$ cat config.mk
export PLATFORM = sky130hd
export DESIGN_NAME = hazard_unit
export DESIGN_NICKNAME = d
export VERILOG_FILES = /design/src/rtl/hazard_unit.sv
export SDC_FILE = /design/constraint.sdc
export NUM_CORES = 1
export LEC_CHECK = 0
export BUFFER_PORTS_ARGS = -buffer_cell sky130_fd_sc_hd__buf_2
export CAP_MARGIN = 30
export CORE_AREA = 2 2 39 41
export DETAILED_ROUTE_END_ITERATION = 8
export DIE_AREA = 0 0 41 43
export PLACE_DENSITY = 0.85
export SETUP_SLACK_MARGIN = 0.5
export SYNTH_ARGS = -nofsm -noshare
export SYNTH_HDL_FRONTEND = slang
export SYNTH_SLANG_ARGS = --single-unit
export TNS_END_PERCENT = 20
$ cat constraint.sdc
create_clock -name vclk -period 1.75
set_input_delay 0.0875 -clock vclk [all_inputs]
set_output_delay 0.0875 -clock vclk [all_outputs]
set_load 0.03 [all_outputs]
$ cat src/rtl/hazard_unit.sv
// hazard_unit: pipeline hazard control for a 5-stage in-order core.
// Computes EX-stage operand forwarding selects, detects load-use hazards,
// handles taken-branch flushes and, when the HAZARD_MDU_EN macro is defined,
// sequences multi-cycle mul/div operations with an IDLE/BUSY/DONE FSM that
// holds the front of the pipeline while the operation runs.
// Priority of pipeline control: taken branch, then MDU stall, then load-use.
module hazard_unit #(
    parameter int         MDU_LATENCY = 32,
    parameter logic [1:0] LOAD_SRC    = 2'b01
) (
    input  logic       clk,
    input  logic       rst_n,
    input  logic [4:0] rs1_d,
    input  logic [4:0] rs2_d,
    input  logic [4:0] rs1_e,
    input  logic [4:0] rs2_e,
    input  logic [4:0] rd_e,
    input  logic       rd_write_e,
    input  logic [1:0] rd_write_src_e,
    input  logic [4:0] rd_m,
    input  logic [4:0] rd_w,
    input  logic       rd_write_m,
    input  logic       rd_write_w,
    input  logic       branch_taken_e,
    input  logic       mdu_start_e,
    output logic [1:0] forwarding_rs1_e,
    output logic [1:0] forwarding_rs2_e,
    output logic       stall_f,
    output logic       stall_d,
    output logic       stall_e,
    output logic       flush_d,
    output logic       flush_e,
    output logic       flush_m,
    output logic       mdu_busy,
    output logic       mdu_done
);

    localparam logic [1:0] FWD_RF  = 2'b00;
    localparam logic [1:0] FWD_WB  = 2'b01;
    localparam logic [1:0] FWD_MEM = 2'b10;

    logic load_use;
    logic mdu_stall;

    // Forwarding selects: the youngest producer (memory stage) wins; x0 is never forwarded.
    always_comb begin
        forwarding_rs1_e = FWD_RF;
        forwarding_rs2_e = FWD_RF;
        if (rd_write_m && (rd_m != 5'd0) && (rd_m == rs1_e))
            forwarding_rs1_e = FWD_MEM;
        else if (rd_write_w && (rd_w != 5'd0) && (rd_w == rs1_e))
            forwarding_rs1_e = FWD_WB;
        if (rd_write_m && (rd_m != 5'd0) && (rd_m == rs2_e))
            forwarding_rs2_e = FWD_MEM;
        else if (rd_write_w && (rd_w != 5'd0) && (rd_w == rs2_e))
            forwarding_rs2_e = FWD_WB;
    end

    assign load_use = rd_write_e && (rd_write_src_e == LOAD_SRC) && (rd_e != 5'd0) &&
                      ((rd_e == rs1_d) || (rd_e == rs2_d));

`ifdef HAZARD_MDU_EN
    typedef enum logic [1:0] {
        IDLE = 2'b00,
        BUSY = 2'b01,
        DONE = 2'b10
    } mdu_state_t;

    localparam logic [5:0] MDU_LAT6 = 6'(MDU_LATENCY);

    mdu_state_t state;
    logic [5:0] cnt;
    logic       busy_q;
    logic       done_q;

    // MDU sequencer: count down the operation latency, then pulse done for one cycle.
    always_ff @(posedge clk or negedge rst_n) begin
        if (!rst_n) begin
            state  <= IDLE;
            cnt    <= 6'd0;
            busy_q <= 1'b0;
            done_q <= 1'b0;
        end else begin
            case (state)
                IDLE: begin
                    if (mdu_start_e && !branch_taken_e) begin
                        state  <= BUSY;
                        cnt    <= MDU_LAT6;
                        busy_q <= 1'b1;
                    end
                end
                BUSY: begin
                    cnt <= cnt - 6'd1;
                    if (cnt == 6'd1) begin
                        state  <= DONE;
                        done_q <= 1'b1;
                    end
                end
                DONE: begin
                    state  <= IDLE;
                    busy_q <= 1'b0;
                    done_q <= 1'b0;
                end
                default: begin
                    state  <= IDLE;
                    cnt    <= 6'd0;
                    busy_q <= 1'b0;
                    done_q <= 1'b0;
                end
            endcase
        end
    end

    // The start cycle itself already stalls so the operation never leaves execute early.
    assign mdu_stall = ((state == IDLE) && mdu_start_e && !branch_taken_e) || (state == BUSY);
    assign mdu_busy  = busy_q;
    assign mdu_done  = done_q;
`else
    logic unused_mdu;

    assign unused_mdu = ^{clk, rst_n, mdu_start_e, 6'(MDU_LATENCY)};
    assign mdu_stall  = 1'b0;
    assign mdu_busy   = 1'b0;
    assign mdu_done   = 1'b0;
`endif

    // Pipeline control: branch redirect beats an MDU hold, which beats a load-use bubble.
    always_comb begin
        stall_f = 1'b0;
        stall_d = 1'b0;
        stall_e = 1'b0;
        flush_d = 1'b0;
        flush_e = 1'b0;
        flush_m = 1'b0;
        if (branch_taken_e) begin
            flush_d = 1'b1;
            flush_e = 1'b1;
        end else if (mdu_stall) begin
            // Execute is held, so memory receives a bubble; flush_e stays low to keep the op.
            stall_f = 1'b1;
            stall_d = 1'b1;
            stall_e = 1'b1;
            flush_m = 1'b1;
        end else if (load_use) begin
            stall_f = 1'b1;
            stall_d = 1'b1;
            flush_e = 1'b1;
        end
    end

endmodule

* Yosys cells after proc, flatten, opt, wreduce, memory -nomap -nowiden *
Index checks and enable logic that the tools add are counted.

word-level totals
  output and inout port bits = 12
  flip-flop bits (word level) = 0

operators by class
  mux-type cells = 8
  eq/ne operators = 7
  reductions and logical operators = 13

operators with widths
  kind                number
  $eq 5x5->1          6
  $reduce_bool 5->1   3
  $logic_and 1x1->1   9
  $mux 1              6
  $mux 2              2
  $eq 2x1->1 const B  1
  $logic_or 1x1->1    1

* Longest topological paths before layout *
  depth after elaboration = 6
  depth in mapped cells = 5
  depth with buffers taken out = 4

* Least setup slack after synthesis *
Ideal clock, no wire load.

  kind = input to output
  from = input rd_m[4]
  to = output forwarding_rs1_e[0]
  arrival = 1.722 ns
  data required time = 1.662 ns
  stages on the path = 4
  buffers on the path = 0
  setup slack = -0.060 ns
  cells stage by stage = xnor2_1 > nand3_1 > nor4_1 > nor4_2

on the way
  longest elaborated chain between the ends = 4
  elaborated cells between the ends (all ways) = 5
  those cells by class = eq/ne (1); mux (1); reduce/logical (3)

ends and longest elaborated chain
  what                 RTL line  text
  from (decl)          20        input logic [4:0] rd_m,
  $reduce_bool 5->1    49        if (rd_write_m && (rd_m != 5'd0) && (rd_m == rs1_e))
  $logic_and 1x1->1    49
  $logic_and 1x1->1 *  49
  $mux 2 *             49
  to (decl)            26        output logic [1:0] forwarding_rs1_e,

Mark *: on every way between the ends. The rest lies on a longest branch, timed or not.

* Worst setup path after layout *
  from = input rd_w[4]
  to = output forwarding_rs1_e[0]

on the way
  longest elaborated chain between the ends = 5
  elaborated cells between the ends (all ways) = 6
  those cells by class = eq/ne (1); mux (2); reduce/logical (3)

ends and longest elaborated chain
  what                 RTL line  text
  from (decl)          21        input logic [4:0] rd_w,
  $reduce_bool 5->1    51        else if (rd_write_w && (rd_w != 5'd0) && (rd_w == rs1_e))
  $logic_and 1x1->1    51
  $logic_and 1x1->1 *  51
  $mux 1 *             51
  $mux 2 *             49

Marked as above.

==> flow_summary.json <==
{
  "status": "completed",
  "diodes": 0,
  "portBuffers": 49,
  "fmax_mhz": 687.0,
  "n_clock_buffer": 0,
  "wire_per_inst_um": 11.42,
  "wirelength_um": 1393,
  "period_needed_ns": 1.456,
  "rows": 14,
  "fin_tns_setup_ns": 0,
  "slew_violations": 0,
  "vias": 608,
  "syn_inst": 60,
  "place_ws_ns": 0.2079,
  "cts_hold_buf": 0,
  "hold_viol": 0,
  "start_kind": "primary input",
  "firstDrtPassIters": 4,
  "antenna_found_initial": 0,
  "drive_above_1_share_pct": 53.77,
  "core_area_mm2": 0.001384,
  "hold_path_end": "flush_d",
  "grt_pass1_wl_um": 2028,
  "worst-setup-path-type": "in2out",
  "synth_cell_type_count": 16,
  "yosysTopAreaCell": "xor2_1",
  "dieArea_mm2": 0.001763,
  "nFlopsAndLatches": 0,
  "grt_max_degree": 4,
  "cp_slowest_cell": "or4_4",
  "utilization_pct": 54.43,
  "fin_nets": 152,
  "yosysWarnings": 0,
  "setup_viol": 0,
  "synth_common_cells": "24 x xor2_1, 6 x buf_4, 6 x xnor2_1",
  "crit_chain": "buf_4 -> xor2_1 -> or4_4 -> nor4_4 -> buf_6",
  "min_path_type": "in2out",
  "hp-start": "branch_taken_e",
  "drc": 0,
  "detailed_place_hpwl_um": 1278,
  "place_congestion": 0.6727,
  "regArea_um2": 0,
  "worst_slack_ns": 0.2945,
  "grt_pass1_vias": 579,
  "syn2layout_area_growth_pct": 63.59,
  "multi_input_area_um2": 469.2,
  "avgSynthCellArea_um2": 7.674,
  "ir_drop_uv": 109.9,
  "start_util_pct": 33.27,
  "end_kind": "output pin",
  "grt_use_total_pct": 15.88,
  "die_x_um": 41,
  "crit_required_ns": 1.66,
  "worstHoldPathCells": 2,
  "gr-total-overflow": 0,
  "viasPerCell": 4.984,
  "path_max_fanout": 3,
  "rsz0062_at_grt": "yes",
  "drt_iter0_drc": 5,
  "cpPeakStageDelay_ns": 0.54,
  "drv_cap": 0,
  "drtAntennaViolNets": 0,
  "ioPinCount": 56,
  "cts_setup_buffers": 0,
  "yosysTopAreaCellShare_pct": 45.65,
  "synthTopCellsByArea": "xor2_1 46%, xnor2_1 11%, buf_4 9.8%",
  "powerDensity_mw_per_mm2": 241.9,
  "nFillCells": 137,
  "synth_most_common_cell": "xor2_1",
  "whs_ns": 0.4589,
  "synth-seq-area-share_pct": 0,
  "worstPathArrival_ns": 1.37,
  "die_y_um": 43,
  "leakage_nw": 0.3639,
  "finalCritPeriodShare_pct": 83.17,
  "syn-cell-area_um2": 460.4
}
power by group:
part	internal [mW]	switching (mW)	total (mW)
logic	0.0834	0.0988	0.182
registers	0	0	0
clock network	0	0	0
total	0.0834	0.0988	0.182
cell families (layout without fill, tap and decap cells):
logic type,after synthesis,in the layout,synth area share (%)
AOI/OAI and AO/OA,5,5,7.336
other,1,4,0.8144
buffers and inverters,6,49,9.782
xor gates and xnor gates,30,30,57.06
and+or+nand+nor,18,18,25.00
what timing repair did:
item | CTS | global route
gates resized for setup | 6 | 1
endpoints found under the setup margin | 7 | 7
gates cloned | 0 | 0
pin swaps | 2 | 0
routing by layer:
layer  up-vias  wire length (um)  track usage, %
met5         -                 0               0
met4         0                 0               0
met3         0               191          0.5236
met2        49               814           38.13
met1       267               387           11.39
li1        292                 -               -
cells in the final DEF (no fill, tap or decap):
master	count
a22oi_1	1
buf_2	43
buf_4	5
buf_6	1
conb_1	4
nand2_1	1
nand3_1	2
nor2_1	3
nor3_1	2
nor3_2	1
nor4_2	2
nor4_4	2
o21ai_0	1
o21ai_1	1
o21ai_2	1
o21bai_1	1
or4_1	3
or4_4	2
xnor2_1	6
xor2_1	24
worst max path at each step:
stage / startpoint / end / slack, ns / cells past startpoint
final: rd_w[4] / forwarding_rs1_e[0] / 0.29 / 5
after global routing: rd_w[3] / forwarding_rs1_e[0] / 0.21 / 6
after CTS: rs2_e[0] / forwarding_rs2_e[0] / 0.29 / 5
after detailed placement: rd_w[3] / forwarding_rs2_e[0] / 0.21 / 6
after global placement: rd_w[3] / forwarding_rs2_e[0] / 0.23 / 6
after floorplan: rd_m[1] / forwarding_rs1_e[0] / 0.37 / 4
area by class of cell:
type	instances	share of cell area [%]
multi-input combinational	57	62.29
timing repair buffer	49	35.05
tap	16	2.658
metrics by stage:
stage | total power [mW] | cells | area, um2
after detailed placement | 0.1794 | 122 | 734.5
after CTS | 0.1833 | 122 | 749.5
after global routing | 0.1980 | 122 | 753.2
final | 0.1822 | 122 | 753.2
after floorplan | 0.1050 | 63 | 514.2
after global placement | 0.1724 | 122 | 734.5
worst max-delay path, delay by kind of cell:
kind                   cells  cell delay (ns)
AND/OR/NAND/NOR            2             0.83
buffers and inverters      2             0.29
XOR/XNOR                   1             0.15
Note: power is estimated with default switching activity, not from simulation.
